[src/rtl/full_adder_if.sv]
// Bundle of the full_adder data, control and status signals; the clock and reset stay outside.
// in_valid qualifies a/b/cin for one cycle with no backpressure; out_valid follows it one cycle later.
interface full_adder_if #(
    parameter int CNT_W = 8
);
    logic             a;
    logic             b;
    logic             cin;
    logic             in_valid;
    logic             ser_mode;
    logic             ser_start;
    logic             cnt_clr;
    logic             sum;
    logic             carry;
    logic             sum_q;
    logic             carry_q;
    logic             out_valid;
    logic [CNT_W-1:0] carry_cnt;

    modport master (
        output a, b, cin, in_valid, ser_mode, ser_start, cnt_clr,
        input  sum, carry, sum_q, carry_q, out_valid, carry_cnt
    );

    modport slave (
        input  a, b, cin, in_valid, ser_mode, ser_start, cnt_clr,
        output sum, carry, sum_q, carry_q, out_valid, carry_cnt
    );
endinterface

[src/rtl/full_adder.sv]
// One-bit full adder with a registered stage and a saturating carry-event counter.
// Define FULL_ADDER_SERIAL_EN to build the bit-serial carry chain (ser_c register and cin mux).
module full_adder #(
    parameter int CNT_W = 8
) (
    input logic        clk,
    input logic        rst,
    full_adder_if.slave bus
);
    logic cin_eff;

`ifdef FULL_ADDER_SERIAL_EN
    logic ser_c;

    // The LSB of a serial word takes the external carry-in; later bits take the chained carry.
    assign cin_eff = (bus.ser_mode && !bus.ser_start) ? ser_c : bus.cin;

    always_ff @(posedge clk or posedge rst) begin
        if (rst) begin
            ser_c <= 1'b0;
        end else if (bus.ser_mode && bus.in_valid) begin
            ser_c <= bus.carry;
        end
    end
`else
    logic unused_ser;

    assign cin_eff    = bus.cin;
    assign unused_ser = bus.ser_mode ^ bus.ser_start;
`endif

    assign bus.sum   = bus.a ^ bus.b ^ cin_eff;
    assign bus.carry = (bus.a & bus.b) | (bus.a & cin_eff) | (bus.b & cin_eff);

    always_ff @(posedge clk or posedge rst) begin
        if (rst) begin
            bus.sum_q     <= 1'b0;
            bus.carry_q   <= 1'b0;
            bus.out_valid <= 1'b0;
        end else begin
            bus.out_valid <= bus.in_valid;
            if (bus.in_valid) begin
                bus.sum_q   <= bus.sum;
                bus.carry_q <= bus.carry;
            end
        end
    end

    always_ff @(posedge clk or posedge rst) begin
        if (rst) begin
            bus.carry_cnt <= '0;
        end else if (bus.cnt_clr) begin
            bus.carry_cnt <= '0;
        end else if (bus.in_valid && bus.carry && (bus.carry_cnt != {CNT_W{1'b1}})) begin
            bus.carry_cnt <= bus.carry_cnt + 1'b1;
        end
    end
endmodule

[src/flat_wrapper.sv]
// flat-port wrapper written by rule: the top's interface ports become plain ports
module full_adder_flat 
#(
    parameter int CNT_W = 8
)
  (clk, rst, bus_a, bus_b, bus_cin, bus_in_valid, bus_ser_mode, bus_ser_start, bus_cnt_clr, bus_sum, bus_carry, bus_sum_q, bus_carry_q, bus_out_valid, bus_carry_cnt);
  full_adder_if #(.CNT_W(CNT_W)) bus_i ();
  input logic clk;
  input logic rst;
  input wire logic [$bits(bus_i.a)-1:0] bus_a;
  input wire logic [$bits(bus_i.b)-1:0] bus_b;
  input wire logic [$bits(bus_i.cin)-1:0] bus_cin;
  input wire logic [$bits(bus_i.in_valid)-1:0] bus_in_valid;
  input wire logic [$bits(bus_i.ser_mode)-1:0] bus_ser_mode;
  input wire logic [$bits(bus_i.ser_start)-1:0] bus_ser_start;
  input wire logic [$bits(bus_i.cnt_clr)-1:0] bus_cnt_clr;
  output wire logic [$bits(bus_i.sum)-1:0] bus_sum;
  output wire logic [$bits(bus_i.carry)-1:0] bus_carry;
  output wire logic [$bits(bus_i.sum_q)-1:0] bus_sum_q;
  output wire logic [$bits(bus_i.carry_q)-1:0] bus_carry_q;
  output wire logic [$bits(bus_i.out_valid)-1:0] bus_out_valid;
  output wire logic [$bits(bus_i.carry_cnt)-1:0] bus_carry_cnt;
  assign bus_i.a = bus_a;
  assign bus_i.b = bus_b;
  assign bus_i.cin = bus_cin;
  assign bus_i.in_valid = bus_in_valid;
  assign bus_i.ser_mode = bus_ser_mode;
  assign bus_i.ser_start = bus_ser_start;
  assign bus_i.cnt_clr = bus_cnt_clr;
  assign bus_sum = bus_i.sum;
  assign bus_carry = bus_i.carry;
  assign bus_sum_q = bus_i.sum_q;
  assign bus_carry_q = bus_i.carry_q;
  assign bus_out_valid = bus_i.out_valid;
  assign bus_carry_cnt = bus_i.carry_cnt;
  full_adder #(.CNT_W(CNT_W)) u_core (.clk(clk), .rst(rst), .bus(bus_i));
endmodule
[config.mk]
export PLATFORM = sky130hd
export DESIGN_NAME = full_adder_flat
export DESIGN_NICKNAME = d
export VERILOG_FILES = /design/src/rtl/full_adder_if.sv /design/src/rtl/full_adder.sv /design/src/flat_wrapper.sv
export SDC_FILE = /design/constraint.sdc
export NUM_CORES = 1
export LEC_CHECK = 0
export BUFFER_PORTS_ARGS = -buffer_cell sky130_fd_sc_hd__buf_4
export CAP_MARGIN = 20
export CORE_AREA = 5 5 53 55
export CTS_BUF_LIST = sky130_fd_sc_hd__clkbuf_16
export DETAILED_ROUTE_END_ITERATION = 6
export DIE_AREA = 0 0 58 60
export PLACE_DENSITY = 0.51
export SYNTH_ARGS = -nofsm -noshare
export SYNTH_HDL_FRONTEND = slang
export SYNTH_SLANG_ARGS = --single-unit
export TNS_END_PERCENT = 5
[constraint.sdc]
create_clock -name clk -period 1.3 [get_ports clk]
set_input_delay 0.26 -clock clk [delete_from_list [all_inputs] [get_ports clk]]
set_output_delay 0.26 -clock clk [all_outputs]
set_load 0.05 [all_outputs]
Word-level counts from Yosys, hierarchy flattened
Cells that the tools add are included.

Output and inout bits: 13. Bits of input ports: 9. Logic and storage cells: 18. Memories: 0. RAM bits: 0. Flip-flop bits (word level): 11. Latch bits: 0. Bits in read-only memories: 0.

Equal/unequal tests: 1. Reduce and logical (&&, ||, !) cells: 3. Order comparisons: 0. Multipliers: 0. Mux-type cells: 2. Bitwise logic cells: 7. Shifts and indexed selects: 0. Add/subtract/negate cells: 1. Divide/modulo/power cells: 0.

Operators with widths (number): $mux 8 (2); $add 8x1->8 const B (1); $ne 8x8->1 const B (1); $and 1x1->1 (3); $logic_and 1x1->1 (2); $or 1x1->1 (2); $reduce_bool 2->1 (1); $xor 1x1->1 (2).

Longest topological paths before layout
Gate-level depths: netlist of run 1.

Word-level depth: 7. Gate-level depth with buffers: 5. Mapped depth without buffers: 5.

Worst setup path before layout of run 1
Ideal clock, no wire load.

Kind: flip-flop to flip-flop. From: register u_core.bus.carry_cnt[0]. To: register u_core.bus.carry_cnt[1]. Path slack: -431 ps. Arrival: 1603 ps. Stages on the path, launching flop included: 6. Cell sequence: dfrtp_1 ha_1 nand4_4 o21ai_4 mux2i_1 nor2_1.

Longest elaborated chain between the ends: 3. Elaborated cells on any way between the ends: 6. Those cells by class: add/sub: 1; eq/ne: 1; mux: 2; reduce/logical: 2.

RTL lines: from (decl) (line full_adder_if.sv:27) `output sum, carry, sum_q, carry_q, out_valid, carry_cnt`; from (signal assigned) (line full_adder.sv:55) `bus.carry_cnt <= bus.carry_cnt + 1'b1;`; $add 8x1->8 or $ne 8x8->1 (tied branches) (line full_adder.sv:55, full_adder.sv:54); $mux 8 or $logic_and 1x1->1 (tied branches) (line full_adder.sv:54) `end else if (bus.in_valid && bus.carry && (bus.carry_cnt != {CNT_W{1'b1}})) begin`; $mux 8 or $reduce_bool 2->1 (tied branches).

Parallel ways exist; a longest one is shown, timed or not. The select of a mux whose other input is x is not followed. A chain may end at the register's enable or synchronous reset.

Final worst setup path of run 1
From: input port bus_a. To: output port bus_sum.

Longest elaborated chain between the ends: 2.

RTL lines: from (decl) (line flat_wrapper.sv:10) `input wire logic [$bits(bus_i.a)-1:0] bus_a;`; $xor 1x1->1 (2 in series) (line full_adder.sv:32) `assign bus.sum = bus.a ^ bus.b ^ cin_eff;`; to (decl) (line flat_wrapper.sv:17) `output wire logic [$bits(bus_i.sum)-1:0] bus_sum;`.

Every way passes these cells.

==> impl_metrics.ini, run 1 <==
[floorplanning]
row_count = 18
die-area_um2 = 3480
dieWidth_um = 58
core_um2 = 2342
die_h_um = 60
pin_count = 22
initial_core_util = 0.2425

[synth]
syn_area_per_cell_um2 = 11.36
async_flop_share = 1.000
synth.distinct_cells = 22
synth_fp_nets = 61
synth_seq_cells = 11
yosys_most_used_dff = dfrtp_1
synth_edf_count = 0
syn_area_um2 = 568.0
syn_inst = 50
yosysWarnings = 0
yosysSeqAreaShare = 0.4846

[drt]
drcViolationCount = 0
via_per_inst = 4.381
routed_wl_um = 1385
wl_per_cell_um = 12.26
via_count = 495
drt_iter0_drc = 4
firstDrtPassIters = 3
ant_nets = 0

[setup_path]
crit_type = in2out
crit_path_max_incr_delay_ns = 0.59
critPathMaxFanout = 2
crit_chain = buf_6 -> fa_2 -> buf_8
critPathArrivalTime_ns = 1.10
critPathCaptureType = output pin
cp_slowest_cell = fa_2
cp_top_family = adder cells
crit_buf_inv = 2
worstPathRequired_ns = 1.04
startpoint_type = input pin

[run]
max-cap-violations = 0

[global_routing]
grt_max_degree = 12
grt_pass1_wl_um = 2352
antenna_found_initial = 0
grt_pass1_vias = 508
grt-ovfl-total = 0
grtUsageTotal = 0.08938

[worst_hold_path]
hold_class = in2async

[power_and_ir_drop]
clockPowerShare = 0.474
seqPwrFrac = 0.324
power.leakage_nw = 0.4687
power_per_cell_area_nw_per_um2 = 1183
swShare = 0.2525
p_comb_frac = 0.203
internal_power_mw = 0.8562
p_sw_mw = 0.2892
vdd_drop_max_v = 0.0005384

[final_layout]
n_antenna_cell = 0
fin_nets = 95
layout-drive-gt1-share = 0.6386
post-route-util = 0.4135
fillers = 239
syn_to_final_growth_pct = 70.48

[clock_tree]
cts_hold_buf = 0
cts_sinks = 11
insertion_delay_ns = 0.23
htree_levels = 1
path_clk_slew_ns = 0.04
max-clock-path-buffers = 2
cts_tree = done
root_buffer = clkbuf_16
numCtsBuffers = 3

[placement]
io_buffers = 19
gp_congestion = 0.7623
dpl.hpwl_um = 1039

[timing]
slew_viol_final = 0
final.period_utilization = 1.045
rsz0062_at_grt = true
max_slew_margin = 0.7140
skew_ns = 0.001351
fmax_mhz = 736.3
worstMarginPinSlew_ns = 0.4286
layout_min_cycle_time_ns = 1.358
finalSetupViolCount = 3
hold_slack_ns = 0.02675
final_hold_viol_count = 0
layout_setup_ws_ns = -0.05823

[status]
status = finished with violations
violations = setup timing
==> cells in the final DEF, fill, tap and decap left out, types with 3 or more instances in the layout <==
cell        n
buf_4      26
buf_6       3
clkbuf_16   3
dfrtp_1     4
dfrtp_2     7
inv_1       3
nor2_1      6
xor2_1      3
==> metrics by stage <==
step / std cells / setup slack, ns / power, mW / instance area (µm²) / TNS (ns)
after detailed placement: 109 / -0.1238 / 0.5928 / 850.8 / -0.7980
final: 113 / -0.05823 / 1.145 / 968.4 / -0.08800
after global routing: 113 / -0.07390 / 1.191 / 968.4 / -0.2141
after global placement: 109 / -0.1077 / 0.5914 / 850.8 / -0.7380
after CTS: 113 / -0.05075 / 1.156 / 948.4 / -0.09551
after floorplan: 50 / -0.1666 / 0.5158 / 591.8 / -1.073
==> cell families (layout without fill, tap and decap cells) <==
logic type      after synthesis  after routing  share of synthesized area
buf+inv                       3             36                    0.01982
simple gates                 21             21                     0.2181
flops                        11             11                     0.4846
mux                           4              4                    0.07489
xor+xnor                      3              3                    0.04626
compound gates                6              6                    0.09913
fa+ha+maj                     2              2                    0.05727
==> final timing paths <==
kind	start	endpoint	slack [ns]	cells past startpoint
min in group clk	bus_in_valid	u_core.bus.out_valid$_DFF_PP0_	0.18	1
setup / recovery	bus_a	bus_sum	-0.06	3
max in group asynchronous	rst	u_core.bus.carry_cnt[5]$_DFFE_PP0P_	0.95	2
hold / removal	rst	u_core.bus.out_valid$_DFF_PP0_	0.03	2
setup reg to reg	u_core.bus.carry_cnt[1]$_DFFE_PP0P_	u_core.bus.carry_cnt[5]$_DFFE_PP0P_	0.01	5
hold reg to reg	u_core.bus.carry_q$_DFFE_PP0P_	u_core.bus.carry_q$_DFFE_PP0P_	0.51	1
==> area by class of cell <==
cell class                 count  area [µm²]  area share
clock inverter                 1       3.754    0.003876
tap                           30       37.54     0.03876
clock buffer                   3       75.07     0.07752
multi-input combinational     36       316.6      0.3269
timing repair buffer          30       244.0      0.2519
sequential                    11       284.0      0.2933
inverter                       2       7.507    0.007752
==> Yosys cell counts (2+ instances only) <==
cell	instances	share of area
dfrtp_1	11	0.48
nor2_1	6	0.040
nor3_1	4	0.035
xor2_1	3	0.046
and3_2	2	0.026
inv_1	2	0.013
mux2_2	2	0.040
mux2i_1	2	0.035
nand2_1	2	0.013
nand3_1	2	0.018
nand4_1	2	0.022
o211ai_1	2	0.026
==> sequential cells by signal, indices dropped and copies added (netlist names) <==
register              flops
u_core.bus.carry_q        1
u_core.bus.carry_cnt      8
u_core.bus.sum_q          1
u_core.bus.out_valid      1
==> power groups by stage <==
stage               Clock [mW]  Combinational, mW  Sequential (mW)
floorplan                    0             0.0795            0.436
global placement             0              0.216            0.376
detailed placement           0              0.217            0.376
CTS                      0.551              0.234            0.371
global route             0.571              0.246            0.374
finish                   0.542              0.232            0.371
==> routing by layer <==
metal / track usage / part of all wire / up-vias
li1: - / - / 247
met1: 0.1270 / 0.47 / 237
met2: 0.1323 / 0.48 / 9
met3: 0.01512 / 0.035 / 2
met4: 0.03974 / 0.010 / 0
met5: 0 / 0 / -
==> timing repair <==
action	CTS	global route
setup endpoints to repair	4	7
gates resized for setup	5	4
pin swaps	3	2
cloned	0	0
setup buffers	0	0
No activity file was read; power rests on OpenSTA's default activity.
==> inputs of run 2 (changes only) <==
CELL_PAD_IN_SITES_DETAIL_PLACEMENT = 1   (was unset)
CELL_PAD_IN_SITES_GLOBAL_PLACEMENT = 2   (was unset)
CORE_AREA = 5 5 54 56   (was 5 5 53 55)
DIE_AREA = 0 0 59 61   (was 0 0 58 60)
PLACE_DENSITY = 0.72   (was 0.51)
==> impl_metrics.ini, run 2 (synthesis gave the netlist of run 1 again) <==
[global_routing]
grt-ovfl-total = 0
grt_pass1_wl_um = 2408
antenna_found_initial = 0
grt_pass1_vias = 529
grtUsageTotal = 0.09240
grt_max_degree = 12

[power_and_ir_drop]
p_sw_mw = 0.3024
power.leakage_nw = 0.4537
p_comb_frac = 0.199
power_per_cell_area_nw_per_um2 = 1238
seqPwrFrac = 0.321
clockPowerShare = 0.480
swShare = 0.2610
vdd_drop_max_v = 0.0005333
internal_power_mw = 0.8561

[worst_hold_path]
hold_class = in2async

[clock_tree]
cts_tree = done
root_buffer = clkbuf_16
htree_levels = 1
insertion_delay_ns = 0.24
max-clock-path-buffers = 2
path_clk_slew_ns = 0.04
cts_hold_buf = 0
cts_sinks = 11
numCtsBuffers = 3

[final_layout]
layout_common_cells = 25 x buf_4, 8 x dfrtp_2, 6 x nor2_1
top_register = u_core.bus.carry_cnt
post-route-cell-area_um2 = 935.9
layout-drive-gt1-share = 0.6049
largest_reg_flops = 8
fin_nets = 93
syn_to_final_growth_pct = 64.76
mostFrequentLayoutCell = buf_4
n_antenna_cell = 0

[timing]
fin_tns_setup_ns = -0.04447
slew_viol_final = 0
skew_ns = 0.001186
worstMarginPinSlew_ns = 0.4433
finalSetupViolCount = 1
rsz0062_at_grt = true
max_slew_margin = 0.7042
layout_min_cycle_time_ns = 1.344
fmax_mhz = 743.8
final_hold_viol_count = 0
layout_setup_ws_ns = -0.04447
final.period_utilization = 1.034

[drt]
drt_iter0_drc = 1
firstDrtPassIters = 2
via_per_inst = 4.514
routed_wl_um = 1477
wl_per_cell_um = 13.31
drcViolationCount = 0
via_count = 501
ant_nets = 0

[floorplanning]
die_h_um = 61
dieWidth_um = 59
row_count = 18
pin_count = 22
core_um2 = 2387
die-area_um2 = 3599
initial_core_util = 0.2379

[setup_path]
critPathCaptureType = output pin
worstPathRequired_ns = 1.04
critPathArrivalTime_ns = 1.08
crit_type = in2out
reg2reg_from = u_core.bus.carry_cnt[0]$_DFFE_PP0P_
critPathMaxFanout = 2
r2r-end = u_core.bus.carry_cnt[5]$_DFFE_PP0P_
startpoint_type = input pin
startpoint = bus_a
worst_r2r_path_depth = 5
r2r_slack_ns = 0.01

[placement]
io_buffers = 19
placed_area_um2 = 828.3
dpl.hpwl_um = 1150
gp_congestion = 0.6694

[status]
status = finished with violations
violations = setup timing

[run]
max-cap-violations = 0
run 2: cell count changes in the layout (fill, tap and decap cells not counted), sizes merged:
cell / before / now
buf: 30 / 28
run 2: timing repair:
action	4_1_cts	5_1_grt
setup buffers	1	0
resized for setup	4	2
pin swaps	2	1
hold endpoints to repair	0	0
setup endpoints to repair	3	5
run 2: worst max-delay path, stage by stage:
cell and delay, ns:
buf_6 0.09, fa_2 0.58, buf_8 0.15
run 2: how the worst max path moves through the flow:
| stage | end | slack (ns) | depth (start not counted) |
|---|---|---|---|
| final | bus_sum | -0.04 | 3 |
| after global routing | bus_sum | -0.07 | 3 |
| after CTS | bus_sum | -0.05 | 3 |
| after detailed placement | u_core.bus.carry_cnt[1]$_DFFE_PP0P_ | -0.13 | 6 |
| after global placement | u_core.bus.carry_cnt[1]$_DFFE_PP0P_ | -0.11 | 6 |
| after floorplan | u_core.bus.carry_cnt[5]$_DFFE_PP0P_ | -0.17 | 5 |
run 2: final cells by class:
| type | count | area, µm² |
|---|---|---|
| Fill cell | 286 | 1451 |
| Multi-Input combinational cell | 36 | 301.5 |
| Sequential cell | 11 | 285.3 |
| Timing Repair Buffer | 28 | 225.2 |
| Clock buffer | 3 | 75.07 |
| Tap cell | 30 | 37.54 |
| Inverter | 2 | 7.507 |
| Clock inverter | 1 | 3.754 |
run 2: power by group through the flow:
stage	registers (mW)	logic [mW]	clock network, mW
2_1_floorplan	0.436	0.0795	0
3_3_place_gp	0.375	0.211	0
3_5_place_dp	0.377	0.214	0
4_1_cts	0.372	0.234	0.573
5_1_grt	0.373	0.246	0.597
6_report	0.372	0.231	0.556
run 2: stage by stage:
| step | util | total power, mW | std cells | hold WS [ns] | setup slack, ns |
|---|---|---|---|---|---|
| CTS | 0.3894 | 1.179 | 111 | 0.04471 | -0.04780 |
| detailed placement | 0.3470 | 0.5911 | 106 | 0.2966 | -0.1263 |
| global placement | 0.3470 | 0.5862 | 106 | 0.2927 | -0.1133 |
| global route | 0.3920 | 1.216 | 111 | 0.07259 | -0.07189 |
| floorplan | - | 0.5158 | 50 | 0.1120 | -0.1666 |
| finish | 0.3920 | 1.158 | 111 | 0.02779 | -0.04447 |
run 2: routing by layer:
layer	vias to the layer above	part of all wire	GRT usage
met5	-	0	0
met2	12	0.50	0.1451
li1	241	-	-
met4	0	0.028	0.07767
met3	4	0.048	0.02128
met1	244	0.42	0.1065
